File: src/rtl/mc_ctrl_pkg.sv
`default_nettype none
// ============================================================================
// Module   : mc_ctrl_pkg
// Purpose  : Shared constants for the multi-cycle MIPS control unit: state
//            encodings, opcode/funct values, datapath select codes and the
//            decoder result type.
// Revision : 1.0  initial release
// ============================================================================
package mc_ctrl_pkg;

  // Controller state register encoding (visible on the debug port)
  typedef logic [2:0] state_t;
  localparam state_t c_ST_FETCH  = 3'd0;
  localparam state_t c_ST_DECODE = 3'd1;
  localparam state_t c_ST_EXE    = 3'd2;
  localparam state_t c_ST_MEM    = 3'd3;
  localparam state_t c_ST_WB     = 3'd4;
  localparam state_t c_ST_ILL    = 3'd7;

  // Primary opcodes, IR[31:26]
  localparam logic [5:0] c_OP_RTYPE = 6'h00;
  localparam logic [5:0] c_OP_J     = 6'h02;
  localparam logic [5:0] c_OP_JAL   = 6'h03;
  localparam logic [5:0] c_OP_BEQ   = 6'h04;
  localparam logic [5:0] c_OP_ADDIU = 6'h09;
  localparam logic [5:0] c_OP_ORI   = 6'h0D;
  localparam logic [5:0] c_OP_LUI   = 6'h0F;
  localparam logic [5:0] c_OP_LW    = 6'h23;
  localparam logic [5:0] c_OP_SW    = 6'h2B;

  // R-type function codes, IR[5:0]
  localparam logic [5:0] c_FN_ADDU = 6'h21;
  localparam logic [5:0] c_FN_SUBU = 6'h23;
  localparam logic [5:0] c_FN_AND  = 6'h24;
  localparam logic [5:0] c_FN_OR   = 6'h25;
  localparam logic [5:0] c_FN_SLT  = 6'h2A;

  // ALU operation select
  localparam logic [2:0] c_ALU_ADD = 3'd0;
  localparam logic [2:0] c_ALU_SUB = 3'd1;
  localparam logic [2:0] c_ALU_AND = 3'd2;
  localparam logic [2:0] c_ALU_OR  = 3'd3;
  localparam logic [2:0] c_ALU_SLT = 3'd4;
  localparam logic [2:0] c_ALU_LUI = 3'd5;

  // Register-file write address select
  localparam logic [1:0] c_RDST_RT = 2'b00;
  localparam logic [1:0] c_RDST_RD = 2'b01;
  localparam logic [1:0] c_RDST_RA = 2'b10;

  // Register-file write data select
  localparam logic [1:0] c_M2R_ALUOUT = 2'b00;
  localparam logic [1:0] c_M2R_MDR    = 2'b01;
  localparam logic [1:0] c_M2R_PC     = 2'b10;

  // ALU B operand select
  localparam logic [1:0] c_SRCB_RT    = 2'b00;
  localparam logic [1:0] c_SRCB_FOUR  = 2'b01;
  localparam logic [1:0] c_SRCB_IMM   = 2'b10;
  localparam logic [1:0] c_SRCB_IMMSH = 2'b11;

  // Next-PC select
  localparam logic [1:0] c_PCSRC_ALU    = 2'b00;
  localparam logic [1:0] c_PCSRC_ALUOUT = 2'b01;
  localparam logic [1:0] c_PCSRC_JUMP   = 2'b10;

  // Instruction classes produced by the decoder
  typedef enum logic [2:0] {
    CLS_RTYPE = 3'd0,
    CLS_IALU  = 3'd1,
    CLS_LW    = 3'd2,
    CLS_SW    = 3'd3,
    CLS_BEQ   = 3'd4,
    CLS_J     = 3'd5,
    CLS_JAL   = 3'd6,
    CLS_ILL   = 3'd7
  } iclass_t;

  // Decoder result: class, execute-stage ALU op, extender mode, illegal flag
  typedef struct packed {
    iclass_t    cls;
    logic [2:0] alu_op;
    logic       ext_op;
    logic       illegal;
  } dec_t;

endpackage
`default_nettype wire

File: src/rtl/mc_ctrl_if.sv
`default_nettype none
// ============================================================================
// Module   : mc_ctrl_if
// Purpose  : Bundle between the control unit and the datapath/memory. The
//            master side is the controller; the slave side is the datapath.
// Revision : 1.0  initial release
// ============================================================================
interface mc_ctrl_if;

  // Datapath / memory status towards the controller
  logic [5:0] op;
  logic [5:0] funct;
  logic       zero;
  logic       mem_ready;

  // Controls towards the datapath / memory
  logic       mem_rd;
  logic       mem_wr;
  logic       ir_wr;
  logic       pc_wr;
  logic       reg_wr;
  logic [1:0] reg_dst;
  logic [1:0] mem_to_reg;
  logic       alu_src_a;
  logic [1:0] alu_src_b;
  logic [2:0] alu_op;
  logic       ext_op;
  logic [1:0] pc_src;
  logic       illegal;
  logic [2:0] state;

  modport master (
    input  op, funct, zero, mem_ready,
    output mem_rd, mem_wr, ir_wr, pc_wr, reg_wr, reg_dst, mem_to_reg,
           alu_src_a, alu_src_b, alu_op, ext_op, pc_src, illegal, state
  );

  modport slave (
    output op, funct, zero, mem_ready,
    input  mem_rd, mem_wr, ir_wr, pc_wr, reg_wr, reg_dst, mem_to_reg,
           alu_src_a, alu_src_b, alu_op, ext_op, pc_src, illegal, state
  );

endinterface
`default_nettype wire

File: src/rtl/mc_ctrl_dec.sv
`default_nettype none
// ============================================================================
// Module   : mc_ctrl_dec
// Purpose  : Combinational instruction decoder. Maps op/funct to an
//            instruction class, the execute-stage ALU op, the extender mode
//            and an illegal-instruction flag.
//            MC_CTRL_JAL_EN : when defined, jal (op 03) is a legal class;
//                             otherwise it decodes as illegal.
// Revision : 1.0  initial release
// ============================================================================
module mc_ctrl_dec
  import mc_ctrl_pkg::*;
(
  input  logic [5:0] op_i,
  input  logic [5:0] funct_i,
  output dec_t       dec_o
);

  // Opcode/funct lookup; anything not matched falls through as illegal
  always_comb begin
    dec_o.cls     = CLS_ILL;
    dec_o.alu_op  = c_ALU_ADD;
    dec_o.ext_op  = 1'b1;
    dec_o.illegal = 1'b1;
    case (op_i)
      c_OP_RTYPE: begin
        case (funct_i)
          c_FN_ADDU: begin dec_o.cls = CLS_RTYPE; dec_o.alu_op = c_ALU_ADD; dec_o.illegal = 1'b0; end
          c_FN_SUBU: begin dec_o.cls = CLS_RTYPE; dec_o.alu_op = c_ALU_SUB; dec_o.illegal = 1'b0; end
          c_FN_AND:  begin dec_o.cls = CLS_RTYPE; dec_o.alu_op = c_ALU_AND; dec_o.illegal = 1'b0; end
          c_FN_OR:   begin dec_o.cls = CLS_RTYPE; dec_o.alu_op = c_ALU_OR;  dec_o.illegal = 1'b0; end
          c_FN_SLT:  begin dec_o.cls = CLS_RTYPE; dec_o.alu_op = c_ALU_SLT; dec_o.illegal = 1'b0; end
          default:   ;
        endcase
      end
      c_OP_ADDIU: begin
        dec_o.cls     = CLS_IALU;
        dec_o.alu_op  = c_ALU_ADD;
        dec_o.illegal = 1'b0;
      end
      c_OP_ORI: begin
        // Logical immediates are zero-extended
        dec_o.cls     = CLS_IALU;
        dec_o.alu_op  = c_ALU_OR;
        dec_o.ext_op  = 1'b0;
        dec_o.illegal = 1'b0;
      end
      c_OP_LUI: begin
        dec_o.cls     = CLS_IALU;
        dec_o.alu_op  = c_ALU_LUI;
        dec_o.illegal = 1'b0;
      end
      c_OP_LW: begin
        dec_o.cls     = CLS_LW;
        dec_o.alu_op  = c_ALU_ADD;
        dec_o.illegal = 1'b0;
      end
      c_OP_SW: begin
        dec_o.cls     = CLS_SW;
        dec_o.alu_op  = c_ALU_ADD;
        dec_o.illegal = 1'b0;
      end
      c_OP_BEQ: begin
        // Compare by subtraction; the ALU zero flag decides the branch
        dec_o.cls     = CLS_BEQ;
        dec_o.alu_op  = c_ALU_SUB;
        dec_o.illegal = 1'b0;
      end
      c_OP_J: begin
        dec_o.cls     = CLS_J;
        dec_o.illegal = 1'b0;
      end
      c_OP_JAL: begin
`ifdef MC_CTRL_JAL_EN
        dec_o.cls     = CLS_JAL;
        dec_o.illegal = 1'b0;
`else
        dec_o.cls     = CLS_ILL;
        dec_o.illegal = 1'b1;
`endif
      end
      default: ;
    endcase
  end

endmodule
`default_nettype wire

File: src/rtl/mc_ctrl.sv
`default_nettype none
// ============================================================================
// Module   : mc_ctrl
// Purpose  : Multi-cycle MIPS control unit. Sequences one instruction at a
//            time through FETCH/DECODE/EXE/MEM/WB over a shared datapath,
//            handshaking with memory via mem_ready. Undefined instructions
//            park the machine in ILL until reset.
//            MC_CTRL_JAL_EN : when defined, jal completes in DECODE
//                             (link to $31 and jump); otherwise it is illegal.
// Revision : 1.0  initial release
// ============================================================================
module mc_ctrl
  import mc_ctrl_pkg::*;
(
  input  logic          clk,
  input  logic          reset,
  mc_ctrl_if.master     bus
);

  state_t state_q;
  state_t state_d;
  dec_t   w_dec;

  logic       w_mem_rd;
  logic       w_mem_wr;
  logic       w_ir_wr;
  logic       w_pc_wr;
  logic       w_reg_wr;
  logic [1:0] w_reg_dst;
  logic [1:0] w_mem_to_reg;
  logic       w_alu_src_a;
  logic [1:0] w_alu_src_b;
  logic [2:0] w_alu_op;
  logic       w_ext_op;
  logic [1:0] w_pc_src;
  logic       w_illegal;

  mc_ctrl_dec u_dec (
    .op_i    (bus.op),
    .funct_i (bus.funct),
    .dec_o   (w_dec)
  );

  // State register; reset parks the machine in FETCH
  always_ff @(posedge clk or posedge reset) begin
    if (reset) begin
      state_q <= c_ST_FETCH;
    end else begin
      state_q <= state_d;
    end
  end

  // Next-state selection; memory states hold until the handshake completes
  always_comb begin
    state_d = state_q;
    case (state_q)
      c_ST_FETCH: begin
        if (bus.mem_ready) state_d = c_ST_DECODE;
      end
      c_ST_DECODE: begin
        if (w_dec.illegal) begin
          state_d = c_ST_ILL;
        end else if (w_dec.cls == CLS_J || w_dec.cls == CLS_JAL) begin
          state_d = c_ST_FETCH;
        end else begin
          state_d = c_ST_EXE;
        end
      end
      c_ST_EXE: begin
        case (w_dec.cls)
          CLS_BEQ:        state_d = c_ST_FETCH;
          CLS_LW, CLS_SW: state_d = c_ST_MEM;
          default:        state_d = c_ST_WB;
        endcase
      end
      c_ST_MEM: begin
        if (bus.mem_ready) begin
          state_d = (w_dec.cls == CLS_LW) ? c_ST_WB : c_ST_FETCH;
        end
      end
      c_ST_WB:  state_d = c_ST_FETCH;
      c_ST_ILL: state_d = c_ST_ILL;
      // Unused encodings recover to a clean fetch
      default:  state_d = c_ST_FETCH;
    endcase
  end

  // Datapath controls from the current state; all forced low during reset
  // so no request or write enable can coincide with it
  always_comb begin
    w_mem_rd     = 1'b0;
    w_mem_wr     = 1'b0;
    w_ir_wr      = 1'b0;
    w_pc_wr      = 1'b0;
    w_reg_wr     = 1'b0;
    w_reg_dst    = c_RDST_RT;
    w_mem_to_reg = c_M2R_ALUOUT;
    w_alu_src_a  = 1'b0;
    w_alu_src_b  = c_SRCB_RT;
    w_alu_op     = c_ALU_ADD;
    w_ext_op     = 1'b0;
    w_pc_src     = c_PCSRC_ALU;
    w_illegal    = 1'b0;
    if (!reset) begin
      case (state_q)
        c_ST_FETCH: begin
          // PC + 4 is computed every cycle; IR/PC latch on the ready edge
          w_mem_rd    = 1'b1;
          w_alu_src_a = 1'b0;
          w_alu_src_b = c_SRCB_FOUR;
          w_alu_op    = c_ALU_ADD;
          w_pc_src    = c_PCSRC_ALU;
          w_ir_wr     = bus.mem_ready;
          w_pc_wr     = bus.mem_ready;
        end
        c_ST_DECODE: begin
          // Branch target PC + (sext imm << 2) is precomputed into ALUOut
          w_alu_src_a = 1'b0;
          w_alu_src_b = c_SRCB_IMMSH;
          w_ext_op    = 1'b1;
          w_alu_op    = c_ALU_ADD;
          if (w_dec.cls == CLS_J || w_dec.cls == CLS_JAL) begin
            w_pc_wr  = 1'b1;
            w_pc_src = c_PCSRC_JUMP;
          end
          if (w_dec.cls == CLS_JAL) begin
            // PC already holds the return address (PC + 4)
            w_reg_wr     = 1'b1;
            w_reg_dst    = c_RDST_RA;
            w_mem_to_reg = c_M2R_PC;
          end
        end
        c_ST_EXE: begin
          w_alu_src_a = 1'b1;
          w_alu_op    = w_dec.alu_op;
          w_ext_op    = w_dec.ext_op;
          if (w_dec.cls == CLS_RTYPE || w_dec.cls == CLS_BEQ) begin
            w_alu_src_b = c_SRCB_RT;
          end else begin
            w_alu_src_b = c_SRCB_IMM;
          end
          if (w_dec.cls == CLS_BEQ) begin
            w_pc_src = c_PCSRC_ALUOUT;
            w_pc_wr  = bus.zero;
          end
        end
        c_ST_MEM: begin
          // Request stays constant until the memory reports ready
          w_mem_rd = (w_dec.cls == CLS_LW);
          w_mem_wr = (w_dec.cls == CLS_SW);
        end
        c_ST_WB: begin
          w_reg_wr     = 1'b1;
          w_ext_op     = w_dec.ext_op;
          w_reg_dst    = (w_dec.cls == CLS_RTYPE) ? c_RDST_RD : c_RDST_RT;
          w_mem_to_reg = (w_dec.cls == CLS_LW) ? c_M2R_MDR : c_M2R_ALUOUT;
        end
        c_ST_ILL: begin
          w_illegal = 1'b1;
        end
        default: ;
      endcase
    end
  end

  assign bus.mem_rd     = w_mem_rd;
  assign bus.mem_wr     = w_mem_wr;
  assign bus.ir_wr      = w_ir_wr;
  assign bus.pc_wr      = w_pc_wr;
  assign bus.reg_wr     = w_reg_wr;
  assign bus.reg_dst    = w_reg_dst;
  assign bus.mem_to_reg = w_mem_to_reg;
  assign bus.alu_src_a  = w_alu_src_a;
  assign bus.alu_src_b  = w_alu_src_b;
  assign bus.alu_op     = w_alu_op;
  assign bus.ext_op     = w_ext_op;
  assign bus.pc_src     = w_pc_src;
  assign bus.illegal    = w_illegal;
  assign bus.state      = state_q;

endmodule
`default_nettype wire

File: src/flat_wrapper.sv
// flat-port wrapper written by rule: the top's interface ports become plain ports
module mc_ctrl_flat import mc_ctrl_pkg::*;
  (clk, reset, bus_op, bus_funct, bus_zero, bus_mem_ready, bus_mem_rd, bus_mem_wr, bus_ir_wr, bus_pc_wr, bus_reg_wr, bus_reg_dst, bus_mem_to_reg, bus_alu_src_a, bus_alu_src_b, bus_alu_op, bus_ext_op, bus_pc_src, bus_illegal, bus_state);
  mc_ctrl_if bus_i ();
  input  logic clk;
  input  logic reset;
  input wire logic [$bits(bus_i.op)-1:0] bus_op;
  input wire logic [$bits(bus_i.funct)-1:0] bus_funct;
  input wire logic [$bits(bus_i.zero)-1:0] bus_zero;
  input wire logic [$bits(bus_i.mem_ready)-1:0] bus_mem_ready;
  output wire logic [$bits(bus_i.mem_rd)-1:0] bus_mem_rd;
  output wire logic [$bits(bus_i.mem_wr)-1:0] bus_mem_wr;
  output wire logic [$bits(bus_i.ir_wr)-1:0] bus_ir_wr;
  output wire logic [$bits(bus_i.pc_wr)-1:0] bus_pc_wr;
  output wire logic [$bits(bus_i.reg_wr)-1:0] bus_reg_wr;
  output wire logic [$bits(bus_i.reg_dst)-1:0] bus_reg_dst;
  output wire logic [$bits(bus_i.mem_to_reg)-1:0] bus_mem_to_reg;
  output wire logic [$bits(bus_i.alu_src_a)-1:0] bus_alu_src_a;
  output wire logic [$bits(bus_i.alu_src_b)-1:0] bus_alu_src_b;
  output wire logic [$bits(bus_i.alu_op)-1:0] bus_alu_op;
  output wire logic [$bits(bus_i.ext_op)-1:0] bus_ext_op;
  output wire logic [$bits(bus_i.pc_src)-1:0] bus_pc_src;
  output wire logic [$bits(bus_i.illegal)-1:0] bus_illegal;
  output wire logic [$bits(bus_i.state)-1:0] bus_state;
  assign bus_i.op = bus_op;
  assign bus_i.funct = bus_funct;
  assign bus_i.zero = bus_zero;
  assign bus_i.mem_ready = bus_mem_ready;
  assign bus_mem_rd = bus_i.mem_rd;
  assign bus_mem_wr = bus_i.mem_wr;
  assign bus_ir_wr = bus_i.ir_wr;
  assign bus_pc_wr = bus_i.pc_wr;
  assign bus_reg_wr = bus_i.reg_wr;
  assign bus_reg_dst = bus_i.reg_dst;
  assign bus_mem_to_reg = bus_i.mem_to_reg;
  assign bus_alu_src_a = bus_i.alu_src_a;
  assign bus_alu_src_b = bus_i.alu_src_b;
  assign bus_alu_op = bus_i.alu_op;
  assign bus_ext_op = bus_i.ext_op;
  assign bus_pc_src = bus_i.pc_src;
  assign bus_illegal = bus_i.illegal;
  assign bus_state = bus_i.state;
  mc_ctrl u_core (.clk(clk), .reset(reset), .bus(bus_i));
endmodule
File: config.mk
export PLATFORM = sky130hd
export DESIGN_NAME = mc_ctrl_flat
export DESIGN_NICKNAME = d
export VERILOG_FILES = /design/src/rtl/mc_ctrl_pkg.sv /design/src/rtl/mc_ctrl_if.sv /design/src/rtl/mc_ctrl_dec.sv /design/src/rtl/mc_ctrl.sv /design/src/flat_wrapper.sv
export SDC_FILE = /design/constraint.sdc
export NUM_CORES = 1
export LEC_CHECK = 0
export ABC_CLOCK_PERIOD_IN_PS = 1100
export BUFFER_PORTS_ARGS = -buffer_cell sky130_fd_sc_hd__buf_2
export CELL_PAD_IN_SITES_DETAIL_PLACEMENT = 1
export CELL_PAD_IN_SITES_GLOBAL_PLACEMENT = 1
export CORE_MARGIN = 1.5
export CORE_UTILIZATION = 26
export DETAILED_ROUTE_END_ITERATION = 12
export HOLD_SLACK_MARGIN = 0.03
export PLACE_DENSITY = 0.72
export RECOVER_POWER = 100
export SKIP_CTS_REPAIR_TIMING = 1
export SLEW_MARGIN = 20
export SYNTH_ARGS = -nofsm -noshare
export SYNTH_HDL_FRONTEND = slang
export SYNTH_SLANG_ARGS = --single-unit
File: constraint.sdc
create_clock -name clk -period 1.1 [get_ports clk]
set_input_delay 0.055 -clock clk [delete_from_list [all_inputs] [get_ports clk]]
set_output_delay 0.055 -clock clk [all_outputs]
set_load 0.02 [all_outputs]
# Word level (Yosys, flattened, before mapping)
# Index checks and enable logic that the tools add are counted.
[op_classes] n_eq_ne=24 mux=48 reduce_logical=11
[ops] operator="equality test 6 bit, second input constant" n=7
[ops] operator="case mux 6 bit (5 select lines)" n=1
[ops] operator="two-way mux 1 bit" n=20
[ops] operator="equality test 6 x 4 -> 1 bit, second input constant" n=3
[ops] operator="two-way mux 3 bit" n=6
[ops] operator="case mux 3 bit (6 select lines)" n=1
[ops] operator="two-way mux 2 bit" n=8
[ops] operator="equality test 3 bit, second input constant" n=5
[ops] operator="case mux 3 bit (5 select lines)" n=1
[ops] operator="equality test 3 x 2 -> 1 bit, second input constant" n=4
[ops] operator="case mux 2 bit (2 select lines)" n=3
[ops] operator="case mux 3 bit (4 select lines)" n=1
[ops] operator="case mux 1 bit (2 select lines)" n=4
[ops] operator="OR reduction 7 bit" n=1
[ops] operator="equality test 6 x 2 -> 1 bit, second input constant" n=1
[ops] operator="equality test 6 x 3 -> 1 bit, second input constant" n=1
[ops] operator="zero test 3 bit" n=2
[ops] operator="zero test 6 bit" n=1
[ops] operator="case mux 2 bit (3 select lines)" n=1
[ops] operator="case mux 3 bit (2 select lines)" n=1
[ops] operator="OR reduction 5 bit" n=1
[ops] operator="!= test 2 bit, second input constant" n=2
[ops] operator="OR reduction 2 bit" n=2
[ops] operator="equality test 3 x 1 -> 1 bit, second input constant" n=1
[ops] operator="other kinds (4)" n=5
[word_totals] ff_bits=3 inputBits=16 out_inout_bits=22 word_cells=84

# Longest topological paths before layout
[depth] ltp_word=8 ltp_mapped=6 mapped_depth_nobuf=5

# Modules after synthesis
# Synthesis repeated with hierarchy kept, for this count alone.
[hier_totals] hier_cells=116 hier_area_um2=814.5
[modules_own_cells] mod="mc_ctrl" instances=1 cells_each=73 area_per_inst_um2=531.8 seq_area_each_um2=75.1
[modules_own_cells] mod="mc_ctrl_dec" instances=1 cells_each=43 area_per_inst_um2=282.8 seq_area_each_um2=0.0

# Worst setup path after synthesis
# No wires, ideal clock.
[synth_path] path_kind="register to output" start="register u_core.state_q[1], in the netlist u_core.bus.state[1]" end="output bus_mem_wr" arrival_ns=1.553 t_required_ns=1.045 slack_ns=-0.508 stages_incl_launch_ff=6 path_buffers=1 cell_sequence="dfrtp_1 -> buf_2 -> nand2_1 -> inv_1 -> nand2_1 -> nor4_1"
[synth_between] elab_chain_len=3
[synth_rtl] item="from (decl)" line="mc_ctrl.sv:20" source="state_t state_q;"
[synth_rtl] item="from (signal assigned)" line="mc_ctrl.sv:47" source="state_q <= c_ST_FETCH;"
[synth_rtl] item="from (signal assigned)" line="mc_ctrl.sv:49" source="state_q <= state_d;"
[synth_rtl] item="equality test 3 x 2 -> 1 bit" line="mc_ctrl.sv:105" source="case (state_q)"
[synth_rtl] item="two-way mux 1 bit" line="mc_ctrl.sv:105"
[synth_rtl] item="two-way mux 1 bit" line="mc_ctrl.sv:104" source="if (!reset) begin"
[synth_rtl] item="to (decl)" line="flat_wrapper.sv:12" source="output wire logic [$bits(bus_i.mem_wr)-1:0] bus_mem_wr;"
# No other way between the ends.

# Worst setup path after layout
[layout_path] start="register u_core.state_q[0], in the netlist u_core.bus.state[0]" end="output bus_reg_dst[0]"
[layout_between] elab_chain_len=3 elab_cells_between_ends=4 classes_between="2 x eq/ne; 2 x mux"
[layout_rtl] item="equality test 3 bit / equality test 3 x 1 -> 1 bit (equally long branches)" line="mc_ctrl.sv:105"
[layout_rtl] item="case mux 2 bit (2 select lines) (*)" line="mc_ctrl.sv:105"
[layout_rtl] item="two-way mux 2 bit (*)" line="mc_ctrl.sv:104"
[layout_rtl] item="to (decl)" line="flat_wrapper.sv:16" source="output wire logic [$bits(bus_i.reg_dst)-1:0] bus_reg_dst;"
# Mark *: on every way between the ends. The rest lies on a longest branch, timed or not.

==> impl_metrics.env <==
export IMPL_p_leak_nw=0.6823
export IMPL_area_delta_synth_final_pct=117.3
export IMPL_violations="setup timing"
export IMPL_whs_ps=314.4
export IMPL_grt_use_total_pct=21.01
export IMPL_ios=38
export IMPL_rsz0062_at_grt="yes"
export IMPL_crit_path_end="bus_reg_dst[0]"
export IMPL_p_int_w=0.001289
export IMPL_synth_seq_cells=3
export IMPL_final_area_um2=1509
export IMPL_wl_per_cell_um=16.69
export IMPL_grt_overflow_total=0
export IMPL_syn_cell_area_um2=694.4
export IMPL_post_route_period_util_pct=132.2
export IMPL_crit_path_max_incr_delay_ps=470
export IMPL_clk_latency_ps=240
export IMPL_die_area_um2=2990
export IMPL_grt_max_degree=9
export IMPL_place_gp_congestion=0.8264
export IMPL_clock_skew_ps=7.000
export IMPL_reg2reg_from="u_core.bus.state[0]"
export IMPL_grt_pass1_wl_mm=4.560
export IMPL_p_sw_share_pct=49.12
export IMPL_routed_via_density=5.226
export IMPL_ant_nets=0
export IMPL_ys_types=40
export IMPL_largest_reg_flops=3
export IMPL_numCtsBuffers=3
export IMPL_clkTransAtPathRegs_ps=40
export IMPL_yosysWarnings=0
export IMPL_diodes=0
export IMPL_p_seq_share_pct=11.1
export IMPL_first_pass_iters=4
export IMPL_cp_top_family="simple AND/OR/NAND/NOR gates"
export IMPL_rows=18
export IMPL_status="complete, but fails checks"
export IMPL_clkPwrFrac_pct=8.1
export IMPL_r2r_end="u_core.bus.state[0]"
export IMPL_grt_pass1_vias=1019
export IMPL_min_period_ps=1455
export IMPL_start_util_pct=27.78
export IMPL_crit_path_max_fanout=4
export IMPL_powerDensity_nw_per_um2=1679
export IMPL_ctsHtreeMaxLevel=1
export IMPL_syn_instance_count=102
export IMPL_drc=0
export IMPL_rrSetupSlack_ps=-180
export IMPL_finalMaxSlewViolations=0
export IMPL_clock_sinks=3
export IMPL_max_cap_viol_count=0
export IMPL_syn_area_per_cell_um2=6.808
export IMPL_die_h_um=54.68
export IMPL_crit_start="u_core.bus.state[0]"
export IMPL_drt_iter0_markers=17
export IMPL_crit_buf_inv=1
export IMPL_crit_cells=4
export IMPL_tritoncts="built"
export IMPL_cp_start_kind="flop"
export IMPL_dpl_instance_area_um2=1272
export IMPL_fin_util_pct=60.36
export IMPL_holdPathStages=3
export IMPL_drive_above_1_share_pct=67.42
export IMPL_ys_seq_area_share_pct=10.81
export IMPL_power_switching_w=0.001245
export IMPL_die_x_um=54.68
export IMPL_combPwrFrac_pct=80.7
export IMPL_vdd_ir_drop_max_uv=991.2
export IMPL_finalHoldViolCount=0
export IMPL_nets=195
export IMPL_port_buffers=35
export IMPL_critPathKind="reg -> out"
export IMPL_root_buffer="clkbuf_4"
export IMPL_slowest_stage="dfrtp_2"
export IMPL_cts_path_max_buffers=2
export IMPL_r2r_cells=5
export IMPL_required_ps=1040
export IMPL_setup_slack_ps=-354.6
export IMPL_critical_path_endpoint_type="output pin"
export IMPL_worstPathCellList="nor2_4 -> nand3_4 -> nor4b_4 -> buf_4"
export IMPL_coreArea_um2=2500
export IMPL_crit_arrival_ps=1400
export IMPL_routed_wl_mm=3.472
export IMPL_antenna_found_initial=0
export IMPL_fmax_mhz=687.5
export IMPL_finalSetupViolations=20
export IMPL_setup_tns_final_ps=-5078
export IMPL_hpwl_mm=2.482
export IMPL_hp_class="in -> reg"
export IMPL_num_vias=1087
-- final cells by class --
| cell class | instances | area [um^2] |
|---|---|---|
| fill | 313 | 991.0 |
| sequential | 3 | 78.83 |
| timing repair buffer | 77 | 605.6 |
| multi-input combinational | 84 | 720.7 |
| tap | 30 | 37.54 |
| clock buffer | 4 | 26.28 |
| inverter | 10 | 40.04 |
-- worst register-to-register path, stage by stage, from the launching register on --
cell     delay (ps)
dfrtp_2         470
inv_4           120
nand2_2          90
nor3_2          170
o22ai_1         120
a21oi_1         210
-- metrics by stage --
| stage | cells | setup WS [ps] | total power (W) |
|---|---|---|---|
| 4_1_cts | 206 | -437.4 | 0.002060 |
| 6_report | 208 | -354.6 | 0.002534 |
| 2_1_floorplan | 103 | -126.3 | 0.001129 |
| 3_3_place_gp | 202 | -266.1 | 0.001775 |
| 5_1_grt | 208 | -417.1 | 0.002679 |
| 3_5_place_dp | 202 | -293.8 | 0.001840 |
-- per-layer routing --
metal	GRT usage, %	vias up	routed length, um
met5	0	-	0
met4	7.500	0	20
met3	0.8197	2	87
met2	40.87	27	2011
met1	23.65	539	1352
li1	-	519	-
-- cells in the mapped netlist, drive strengths merged --
master,n,area [um^2]
a2111oi,1,15.01
a211oi,1,12.51
a21oi,11,55.05
a221oi,1,8.760
a31oi,2,12.51
a32oi,1,8.760
and2,1,6.260
and2b,2,16.27
and3,2,12.51
buf,6,53.79
conb,1,3.750
dfrtp,3,75.07
inv,10,37.54
nand2,6,25.03
nand2b,4,25.02
nand3,5,25.02
nand3b,2,15.01
nand4,3,18.77
nand4b,1,8.760
nor2,15,58.81
nor2b,1,6.260
nor3,6,46.30
nor4,1,6.260
nor4b,2,30.03
o21a,1,7.510
o21ai,2,10.01
o21bai,1,7.510
o22ai,4,25.02
o32a,1,10.01
o41ai,2,25.03
xnor2,2,17.52
xor2,1,8.760
-- cells in the final DEF (no fill, tap or decap), drive strengths merged, types with 4 or more instances in the layout --
cell type | Yosys | routed
nand2 | 6 | 6
nor3 | 6 | 6
nand2b | 4 | 4
nand3 | 5 | 5
clkbuf | 0 | 6
buf | 6 | 74
inv | 10 | 10
o22ai | 4 | 4
nor2 | 15 | 15
a21oi | 11 | 11
-- worst min path at each step --
stage / start / end / slack (ps)
2_1_floorplan: reset / u_core.bus.state[0] / -150
3_3_place_gp: reset / u_core.bus.state[1] / 150
3_5_place_dp: reset / u_core.bus.state[1] / 160
4_1_cts: reset / u_core.bus.state[1] / -100
5_1_grt: bus_mem_ready / u_core.bus.state[1] / 350
6_report: bus_mem_ready / u_core.bus.state[1] / 310
-- power by group through the flow --
stage	Combinational [W]	Clock, W	Sequential [W]
after floorplan	0.000801	0	0.000328
final	0.00205	0.000206	0.000282
after detailed placement	0.00158	0	0.000260
after global placement	0.00152	0	0.000255
after CTS	0.00159	0.000207	0.000260
after global routing	0.00217	0.000217	0.000288
-- kinds of logic (layout without fill, tap and decap cells) --
family	Yosys count	after routing	share of synthesized area, %
AO/OA/AOI/OAI	28	28	28.47
XOR/XNOR	3	3	3.784
flip-flops	3	3	10.81
other	1	2	0.5400
buffers and inverters	16	91	13.15
AND/OR/NAND/NOR	51	51	43.25
Note: power is estimated with default switching activity, not from simulation.
